File: src/rtl/sound_pkg.sv
// Shared constants for the sound channel register front ends.
package sound_pkg;

  // Noise channel register addresses (NR41..NR44)
  localparam logic [15:0] ADDR_NR41 = 16'hFF20;
  localparam logic [15:0] ADDR_NR42 = 16'hFF21;
  localparam logic [15:0] ADDR_NR43 = 16'hFF22;
  localparam logic [15:0] ADDR_NR44 = 16'hFF23;

  // NR44 reads back only bit 6; every other bit reads as 1
  localparam logic [7:0] NR44_READ_MASK = 8'hBF;

  // 4.194304 MHz CPU clock / 512 Hz frame sequencer
  localparam int FS_DIV_DEFAULT = 8192;

  // Default width of the trigger pulse in clocks
  localparam int START_CYCLES_DEFAULT = 4;

endpackage

File: src/rtl/sound_frame_seq.sv
// 512 Hz frame sequencer: prescaler, 3-bit step counter and registered
// length (256 Hz) and envelope (64 Hz) clock decodes.
module sound_frame_seq
  import sound_pkg::*;
#(
  parameter int FS_DIV = FS_DIV_DEFAULT
) (
  input  logic       clk,
  input  logic       rst,
  input  logic       enable,
  output logic [2:0] step,
  output logic       clk_length_ctr,
  output logic       clk_vol_env
);

  localparam int PW = (FS_DIV > 1) ? $clog2(FS_DIV) : 1;
  localparam logic [PW-1:0] PRE_LAST = PW'(FS_DIV - 1);

  logic [PW-1:0] prescaler;

  // Prescaler wraps every FS_DIV clocks and advances step; held at 0 while disabled
  always_ff @(posedge clk or posedge rst) begin
    if (rst) begin
      prescaler <= '0;
      step      <= '0;
    end else if (!enable) begin
      prescaler <= '0;
      step      <= '0;
    end else if (prescaler == PRE_LAST) begin
      prescaler <= '0;
      step      <= step + 3'd1;
    end else begin
      prescaler <= prescaler + 1'b1;
    end
  end

  // Clock decodes lag step by one clock so they are glitch-free registers
  always_ff @(posedge clk or posedge rst) begin
    if (rst) begin
      clk_length_ctr <= 1'b0;
      clk_vol_env    <= 1'b0;
    end else if (!enable) begin
      clk_length_ctr <= 1'b0;
      clk_vol_env    <= 1'b0;
    end else begin
      clk_length_ctr <= ~step[0];
      clk_vol_env    <= (step == 3'd7);
    end
  end

endmodule

File: src/rtl/sound_noise_ctrl.sv
// Noise channel register front end: NR41..NR44 decode, trigger pulse
// generation and the frame sequencer that clocks length and envelope.
module sound_noise_ctrl
  import sound_pkg::*;
#(
  parameter int FS_DIV       = FS_DIV_DEFAULT,
  parameter int START_CYCLES = START_CYCLES_DEFAULT
) (
  input  logic        clk,
  input  logic        rst,
  input  logic        sound_enable,
  input  logic [15:0] addr,
  input  logic [7:0]  din,
  input  logic        wr,
  input  logic        rd,
  output logic [7:0]  dout,
  output logic [5:0]  length,
  output logic [3:0]  initial_volume,
  output logic        envelope_increasing,
  output logic [2:0]  num_envelope_sweeps,
  output logic [3:0]  shift_clock_freq,
  output logic        counter_width,
  output logic [2:0]  freq_dividing_ratio,
  output logic        single,
  output logic        start,
  output logic        clk_length_ctr,
  output logic        clk_vol_env
);

  localparam int SW = $clog2(START_CYCLES + 1);
  localparam logic [SW-1:0] START_LOAD = SW'(START_CYCLES);

  logic [5:0]    nr41_len;
  logic [7:0]    nr42;
  logic [7:0]    nr43;
  logic          nr44_single;
  logic [SW-1:0] start_cnt;
  logic          trigger;
  logic [2:0]    unused_fs_step;
  logic          unused_rd;

  // Reads are combinational, so the strobe carries no information here
  assign unused_rd = rd;

  assign trigger = wr && sound_enable && (addr == ADDR_NR44) && din[7];

  // Field registers: loaded on matching writes, forced to 0 while disabled
  always_ff @(posedge clk or posedge rst) begin
    if (rst) begin
      nr41_len    <= '0;
      nr42        <= '0;
      nr43        <= '0;
      nr44_single <= 1'b0;
    end else if (!sound_enable) begin
      nr41_len    <= '0;
      nr42        <= '0;
      nr43        <= '0;
      nr44_single <= 1'b0;
    end else if (wr) begin
      case (addr)
        ADDR_NR41: nr41_len    <= din[5:0];
        ADDR_NR42: nr42        <= din;
        ADDR_NR43: nr43        <= din;
        ADDR_NR44: nr44_single <= din[6];
        default: ;
      endcase
    end
  end

  // Trigger counter: a trigger (re)loads it, otherwise it counts down to 0
  always_ff @(posedge clk or posedge rst) begin
    if (rst) begin
      start_cnt <= '0;
    end else if (!sound_enable) begin
      start_cnt <= '0;
    end else if (trigger) begin
      start_cnt <= START_LOAD;
    end else if (start_cnt != '0) begin
      start_cnt <= start_cnt - 1'b1;
    end
  end

  // Read mux: write-only and unmapped addresses return all ones
  always_comb begin
    dout = 8'hFF;
    case (addr)
      ADDR_NR42: dout = nr42;
      ADDR_NR43: dout = nr43;
      ADDR_NR44: dout = NR44_READ_MASK | {1'b0, nr44_single, 6'b0};
      default:   dout = 8'hFF;
    endcase
  end

  assign start               = (start_cnt != '0);
  assign length              = nr41_len;
  assign initial_volume      = nr42[7:4];
  assign envelope_increasing = nr42[3];
  assign num_envelope_sweeps = nr42[2:0];
  assign shift_clock_freq    = nr43[7:4];
  assign counter_width       = nr43[3];
  assign freq_dividing_ratio = nr43[2:0];
  assign single              = nr44_single;

  sound_frame_seq #(
    .FS_DIV(FS_DIV)
  ) u_frame_seq (
    .clk            (clk),
    .rst            (rst),
    .enable         (sound_enable),
    .step           (unused_fs_step),
    .clk_length_ctr (clk_length_ctr),
    .clk_vol_env    (clk_vol_env)
  );

endmodule

File: config.mk
export PLATFORM = sky130hd
export DESIGN_NAME = sound_noise_ctrl
export DESIGN_NICKNAME = d
export VERILOG_FILES = /design/src/rtl/sound_pkg.sv /design/src/rtl/sound_frame_seq.sv /design/src/rtl/sound_noise_ctrl.sv
export SDC_FILE = /design/constraint.sdc
export NUM_CORES = 1
export LEC_CHECK = 0
export CORE_UTILIZATION = 40
export CTS_CLUSTER_SIZE = 25
export DETAILED_ROUTE_END_ITERATION = 7
export HOLD_SLACK_MARGIN = 0.03
export PLACE_DENSITY = 0.8
export SYNTH_ARGS = -nofsm -noshare
export SYNTH_HDL_FRONTEND = slang
export SYNTH_SLANG_ARGS = --single-unit
File: constraint.sdc
create_clock -name clk -period 2.2 [get_ports clk]
set_input_delay 0.22 -clock clk [delete_from_list [all_inputs] [get_ports clk]]
set_output_delay 0.22 -clock clk [all_outputs]
set_load 0.01 [all_outputs]
# ---- Word-level counts from Yosys, hierarchy flattened
# Index checks and enable logic that the tools add are counted.
dict set report classes {
  addsub 3
  eq_ne 13
  muxes 22
  bitwise 1
  n_reduce_logical 8
}
# operator n
set ops {}
lappend ops {{16-bit equality test (second input constant)} 4}
lappend ops {{8-bit two-way mux} 6}
lappend ops {{13-bit two-way mux} 2}
lappend ops {{8-bit one-hot mux with 3 select lines} 1}
lappend ops {{6-bit two-way mux} 3}
lappend ops {{3-bit two-way mux} 5}
lappend ops {{13-bit by 1-bit adder with 13-bit output (second input constant)} 1}
lappend ops {{13-bit equality test (second input constant)} 1}
lappend ops {{2-bit by 1-bit inequality test with 1-bit output (second input constant)} 6}
lappend ops {{2-bit AND reduction} 4}
lappend ops {{1-bit two-way mux} 5}
lappend ops {{3-bit by 1-bit adder with 3-bit output (second input constant)} 1}
lappend ops {{3-bit equality test (second input constant)} 1}
lappend ops {{1-bit logical AND} 3}
lappend ops {{3-bit by 2-bit inequality test with 1-bit output (second input constant)} 1}
lappend ops {{3-bit nonzero test} 1}
lappend ops {{3-bit by 1-bit subtractor with 3-bit output (second input constant)} 1}
lappend ops {{1-bit NOT} 1}
dict set report word_totals {
  ff_bits 44
  inputBits 29
  output_inout_bits 34
}

# ---- Longest topological paths before layout
# Gate-level depths: netlist of run 1.
dict set report logic_depth {
  ltp_word 5
  depth_mapped 6
  depth_no_buf 6
}

# ---- Cells and area by module
# Synthesis of run 1 repeated with hierarchy kept, for this count alone.
dict set report unflattened {
  hier_cells 222
  hier_area_um2 2258.4
}
# module n_inst cells_each area_per_inst_um2 seq_area_each_um2
set modules_own_cells {}
lappend modules_own_cells {sound_noise_ctrl 1 136 1361.3 650.6}
lappend modules_own_cells {sound_frame_seq 1 86 897.1 450.4}

# ---- Worst setup path after synthesis of run 1
# Ideal clock, no wire load.
dict set report synth_path {
  kind {register -> register}
  startpoint {register u_frame_seq.prescaler[0]}
  endpoint {register u_frame_seq.step[0]}
  setup_ns 0.119
  arrival_time_ns 1.642
  required_time_ns 2.081
  setup_slack_ns 0.439
  stages_incl_launch_ff 7
  cell_sequence {dfrtp_1 ha_1 nand3_1 or4_1 buf_2 xnor2_1 and2_1}
}
dict set report synth_between {
  elab_chain_len 2
}
# element line
set synth_rtl {}
lappend synth_rtl {{from (decl)} sound_frame_seq.sv:19} ;# logic [PW-1:0] prescaler;
lappend synth_rtl {{from (signal assigned)} sound_frame_seq.sv:33} ;# prescaler <= prescaler + 1'b1;
lappend synth_rtl {{13-bit equality test} sound_frame_seq.sv:29} ;# end else if (prescaler == PRE_LAST) begin
lappend synth_rtl {{2-bit by 1-bit inequality test with 1-bit output (no source line)} -}
lappend synth_rtl {{to (signal assigned)} sound_frame_seq.sv:31} ;# step <= step + 3'd1;
lappend synth_rtl {{to (decl)} sound_frame_seq.sv:11} ;# output logic [2:0] step,
# Every way passes these cells.
# A chain may end at the register's enable or synchronous reset.

# ---- Worst setup path in the final report of run 1
dict set report layout_path {
  startpoint {input addr[7]}
  endpoint {output dout[2]}
}
dict set report layout_between {
  elab_chain_len 2
}
# element line
set layout_rtl {}
lappend layout_rtl {{from (decl)} sound_noise_ctrl.sv:12} ;# input logic [15:0] addr,
lappend layout_rtl {{16-bit equality test} sound_noise_ctrl.sv:86} ;# case (addr)
lappend layout_rtl {{8-bit one-hot mux with 3 select lines (*)} sound_noise_ctrl.sv:86}
lappend layout_rtl {{to (decl)} sound_noise_ctrl.sv:16} ;# output logic [7:0] dout,
# Mark *: on every way between the ends. The rest lies on a longest branch, timed or not.

==> results of run 1 <==
cells by family (layout without fill, tap and decap cells):
| group | count (synthesis) | in the layout | synth area share |
|---|---|---|---|
| AND/OR/NAND/NOR | 98 | 98 | 0.223 |
| flip-flops | 44 | 44 | 0.507 |
| multiplexers | 25 | 25 | 0.115 |
| buffers and inverters | 18 | 96 | 0.0403 |
| XOR/XNOR | 13 | 13 | 0.0524 |
| AO/OA/AOI/OAI | 12 | 12 | 0.0329 |
| adder cells (fa/ha/maj) | 5 | 5 | 0.0288 |
Yosys cell counts, types with 2 or more instances:
| cell | number |
|---|---|
| ha_1 | 5 |
| nand4_1 | 4 |
| nor2b_1 | 2 |
| o21ai_0 | 4 |
| nand2_1 | 48 |
| dfrtp_1 | 44 |
| inv_1 | 7 |
| xor2_1 | 3 |
| clkbuf_1 | 7 |
| nor2_1 | 16 |
| nor3_1 | 3 |
| and4b_1 | 2 |
| mux2i_1 | 25 |
| xnor2_1 | 10 |
| nand3_1 | 6 |
| and2_1 | 4 |
| buf_6 | 2 |
| nand2b_1 | 2 |
| and3_1 | 3 |
| o22ai_1 | 7 |
stage by stage:
| stage | TNS [ps] | hold WS, ps | utilization |
|---|---|---|---|
| after floorplan | 0 | 388 | - |
| final | 0 | 158 | 0.592 |
| after CTS | 0 | 173 | 0.589 |
| after global placement | -417 | 467 | 0.566 |
| after global routing | 0 | 188 | 0.592 |
| after detailed placement | -680 | 477 | 0.566 |
power breakdown:
| part | total [mW] | switching, mW | internal (mW) |
|---|---|---|---|
| Combinational | 0.279 | 0.129 | 0.150 |
| Clock | 0.608 | 0.271 | 0.337 |
| Sequential | 0.852 | 0.0170 | 0.835 |
per-layer routing:
layer	wire length [µm]	track usage
met5	0	0
met4	96	0.0802
met3	117	0.0291
met2	2530	0.310
met1	2190	0.237
sequential cells by signal, summed over array words and instances (netlist names):
name / cells
length: 6
nr42: 8
nr43: 8
single: 1
start_cnt: 3
u_frame_seq.clk_length_ctr: 1
u_frame_seq.clk_vol_env: 1
u_frame_seq.prescaler: 13
u_frame_seq.step: 3
layout make-up:
type / instances / area, µm²
sequential: 44 / 1100
fill: 431 / 2110
clock buffer: 6 / 72.6
tap: 70 / 87.6
timing repair buffer: 81 / 757
multi-input combinational: 153 / 982
clock inverter: 2 / 35.0
inverter: 7 / 26.3
path summary, 6_finish.rpt:
| check | depth (start not counted) | to | slack, ps |
|---|---|---|---|
| setup / recovery | 7 | dout[2] | 80 |
| hold / removal | 2 | u_frame_seq.clk_vol_env$_DFF_PP0_ | 160 |
| setup reg to reg | 5 | u_frame_seq.prescaler[4]$_DFF_PP0_ | 370 |
| hold reg to reg | 1 | u_frame_seq.clk_length_ctr$_DFF_PP0_ | 490 |
| max in group asynchronous | 3 | nr43[3]$_DFFE_PP0P_ | 1500 |
| min in group clk | 1 | u_frame_seq.clk_length_ctr$_DFF_PP0_ | 490 |
repair_timing:
action	4_1_cts	5_1_grt
endpoints found under the setup margin	8	3
pin swaps	0	0
setup buffers	3	1
resized for setup	8	5
==> flow_metrics.py, run 1 <==
metrics = {
    "synthesis": {
        "synth_warnings": 0,
        "avgSynthCellArea_um2": 10.1,
        "async_flop_share": 1.00,
        "syn_area_um2": 2170,
        "ys_top_cells_by_area": "dfrtp_1 51%, mux2i_1 12%, nand2_1 8.3%",
        "synth_flop_cell": "dfrtp_1",
        "synth_nets": 249,
        "yosys.area.top_type": "dfrtp_1",
        "syn_inst": 215,
        "synth_top_area_share": 0.507,
        "ys_ff_latch": 44,
        "yosysSeqAreaShare": 0.507,
        "netlist-cell-type-count": 31,
        "synth_edf_count": 0,
    },
    "clocking": {
        "numCtsBuffers": 5,
        "cts_tree": "done",
        "htreeDepth": 2,
        "clock_latency_ps": 300,
        "ctsHoldBuffers": 0,
        "cts.sink_count": 44,
        "clockBufferDepth": 2,
        "cts_root_buf": "clkbuf_8",
        "clk_pin_slew_ps": 80,
    },
    "finish": {
        "area_delta_synth_final_pct": 41.0,
        "nets": 326,
        "n_antenna_cell": 0,
        "drive_gt1_frac": 0.106,
        "final_cell_mix": "53 x clkdlybuf4s50_1, 48 x nand2_1, 44 x dfrtp_1",
        "final_common_cell": "clkdlybuf4s50_1",
        "finalInstanceArea_um2": 3060,
        "fin_cells": 363,
    },
    "die": {
        "initial_core_util": 0.420,
        "ioPinCount": 63,
        "die_y_um": 75.7,
        "rows": 26,
        "die-area_um2": 5730,
        "die_w_um": 75.7,
        "core_area_um2": 5170,
    },
    "sta": {
        "hold_viol": 0,
        "rsz0062_at_grt": "false",
        "setup_viol": 0,
        "max_slew.worst_pin.slew_ps": 417,
        "slew_headroom": 0.722,
        "skew_ps": 7.60,
        "slew_violations": 0,
        "min_period_over_period": 0.963,
        "worst_slack_ps": 80.5,
        "max_freq_mhz": 472,
        "min_period_ps": 2120,
    },
    "detailed_routing": {
        "drt_pass1_iterations": 4,
        "viasPerCell": 4.93,
        "ant_nets": 0,
        "drc": 0,
        "first_iter_violations": 100,
        "via_count": 1789,
        "drt-total-wl_um": 4940,
        "wire_per_inst_um": 13.6,
    },
    "place": {
        "placed_cell_area_um2": 2930,
        "routabilityCongestion": 0.798,
        "place_inst": 351,
        "dp_hpwl_um": 3680,
        "portBuffers": 61,
        "pre_cts_slack_ps": -81.8,
    },
    "critical_path": {
        "cp_num_buf_inv": 4,
        "critical-path-slowest-cell": "or4b_4",
        "cp_top_family": "buffers and inverters",
        "startpoint_type": "input port",
        "worstPathMaxFanout": 4,
        "crit_required_ps": 1980,
        "reg2reg_from": "u_frame_seq.prescaler[1]$_DFF_PP0_",
        "path_common_cell": "buf_4",
        "crit_type": "input port to output port",
        "max_stage_delay_ps": 550,
        "cp.arrival_ps": 1900,
        "crit_start": "addr[7]",
        "crit_path_end_kind": "output port",
        "worstPathCellList": "clkdlybuf4s50_1 > or4b_4 > nor4_4 > buf_4 > buf_4 > nand2_1 > clkdlybuf4s15_1",
    },
    "hold_path": {
        "hp-class": "input port to async pin",
    },
    "global_routing": {
        "grt_max_degree": 46,
        "grt_pass1_vias": 1654,
        "grt-ovfl-total": 0,
        "grt_use_total": 0.184,
        "antenna_found_initial": 0,
        "grt_pass1_wl_um": 7710,
    },
    "pwr": {
        "vdd_drop_max_mv": 0.370,
        "power_density_nw_per_um2": 568,
        "power_leakage_nw": 1.36,
        "p_total_mw": 1.74,
    },
    "job": {
        "max_cap_violations": 0,
    },
    "run_status": {
        "outcome": "finished clean",
    },
}
Power figures use the tool's default switching activity.
==> run 2, diff against run 1 <==
ABC_CLOCK_PERIOD_IN_PS = 2200   (was not set)
MAX_ROUTING_LAYER = met4   (was not set)
==> flow_metrics.py, run 2 (synthesis results as in run 1) <==
metrics = {
    "finish": {
        "finalInstanceArea_um2": 3060,
        "final_cell_mix": "53 x clkdlybuf4s50_1, 48 x nand2_1, 44 x dfrtp_1",
        "top_regs": "u_frame_seq.prescaler x13, nr42 x8, nr43 x8",
        "largest_register": "u_frame_seq.prescaler",
        "drive_gt1_frac": 0.106,
        "nets": 326,
        "final_common_cell": "clkdlybuf4s50_1",
        "post-route-util": 0.592,
        "area_delta_synth_final_pct": 41.0,
        "largest_reg_flops": 13,
        "fin_cells": 363,
        "n_antenna_cell": 0,
    },
    "clocking": {
        "cts.sink_count": 44,
        "cts_tree": "done",
        "clock_latency_ps": 300,
        "cts_root_buf": "clkbuf_8",
        "htreeDepth": 2,
        "clockBufferDepth": 2,
        "numCtsBuffers": 5,
        "clk_pin_slew_ps": 80,
    },
    "die": {
        "initial_core_util": 0.420,
        "ioPinCount": 63,
        "rows": 26,
        "die_y_um": 75.7,
        "die_w_um": 75.7,
        "core_area_um2": 5170,
        "die-area_um2": 5730,
    },
    "critical_path": {
        "max_stage_delay_ps": 550,
        "startpoint_type": "input port",
        "worstPathMaxFanout": 4,
        "reg2reg_from": "u_frame_seq.prescaler[1]$_DFF_PP0_",
        "crit_path_end_kind": "output port",
        "cp_top_family": "buffers and inverters",
        "cp.arrival_ps": 1900,
        "crit_start": "addr[7]",
        "critical-path-slowest-cell": "or4b_4",
        "path_common_cell": "buf_4",
        "worstPathCellList": "clkdlybuf4s50_1 > or4b_4 > nor4_4 > buf_4 > buf_4 > nand2_1 > clkdlybuf4s15_1",
        "cp_num_buf_inv": 4,
        "crit_required_ps": 1980,
        "crit_type": "input port to output port",
    },
    "place": {
        "placed_cell_area_um2": 2930,
        "dp_hpwl_um": 3680,
        "pre_cts_slack_ps": -81.8,
        "portBuffers": 61,
        "routabilityCongestion": 0.809,
        "place_inst": 351,
    },
    "detailed_routing": {
        "viasPerCell": 4.90,
        "wire_per_inst_um": 13.6,
        "drc": 0,
        "first_iter_violations": 99,
        "drt-total-wl_um": 4940,
        "via_count": 1777,
        "ant_nets": 0,
        "drt_pass1_iterations": 4,
    },
    "sta": {
        "max_slew.worst_pin.slew_ps": 419,
        "max_freq_mhz": 471,
        "holdWs_ps": 158,
        "setup_viol": 0,
        "min_period_ps": 2120,
        "min_period_over_period": 0.964,
        "hold_viol": 0,
        "skew_ps": 7.91,
        "slew_headroom": 0.720,
        "final.setup.tns_ps": 0,
        "worst_slack_ps": 78.6,
        "slew_violations": 0,
        "rsz0062_at_grt": "false",
    },
    "global_routing": {
        "grt_pass1_wl_um": 7710,
        "grt_pass1_vias": 1653,
        "grt_max_degree": 46,
        "antenna_found_initial": 0,
        "grt_use_total": 0.190,
        "grt-ovfl-total": 0,
    },
    "pwr": {
        "vdd_drop_max_mv": 0.370,
        "sw_frac_of_total": 0.240,
        "seqPwrFrac": 0.490,
        "power_leakage_nw": 1.36,
        "clkPwrFrac": 0.350,
        "combPwrFrac": 0.161,
        "power_density_nw_per_um2": 568,
        "power.internal_mw": 1.32,
        "p_total_mw": 1.74,
        "power_switching_mw": 0.418,
    },
    "hold_path": {
        "hp-class": "input port to async pin",
    },
    "job": {
        "max_cap_violations": 0,
    },
    "run_status": {
        "outcome": "finished clean",
    },
}
[run 2: cell counts in the layout (fill, tap and decap cells not counted)]
Identical to the previous run, type by type.
[run 2: final timing paths]
kind | end | slack (ps) | cells past startpoint
setup / recovery | dout[2] | 80 | 7
max in group asynchronous | nr43[3]$_DFFE_PP0P_ | 1500 | 3
min in group clk | u_frame_seq.clk_length_ctr$_DFF_PP0_ | 490 | 1
hold / removal | u_frame_seq.clk_vol_env$_DFF_PP0_ | 160 | 2
hold reg to reg | u_frame_seq.clk_length_ctr$_DFF_PP0_ | 490 | 1
setup reg to reg | u_frame_seq.prescaler[4]$_DFF_PP0_ | 370 | 5
[run 2: timing repair]
action,4_1_cts,5_1_grt
hold buffers,0,0
setup endpoints to repair,8,3
setup buffers,3,1
gates resized for setup,8,5
[run 2: area by class of cell]
| type | instances | area [µm²] |
|---|---|---|
| fillers | 431 | 2110 |
| flip-flops and latches | 44 | 1100 |
| multi-input cells | 153 | 982 |
| repair buffers | 81 | 757 |
| well taps | 70 | 87.6 |
| clock buffers | 6 | 72.6 |
| clock inverters | 2 | 35.0 |
| inverters | 7 | 26.3 |
[run 2: power by group through the flow]
stage          Clock (mW)  Sequential (mW)  Combinational, mW
5_1_grt             0.653            0.856              0.325
6_report            0.609            0.852              0.279
3_3_place_gp            0            0.867              0.276
3_5_place_dp            0            0.868              0.283
2_1_floorplan           0            0.866              0.164
4_1_cts             0.616            0.852              0.286
[run 2: layer usage]
metal  GRT usage  vias up  routed length (µm)
li1            -      871                   -
met1       0.238      865                2220
met2       0.310       34                2520
met3      0.0278        7                 102
met4      0.0802        0                  96
met5           -        -                   0
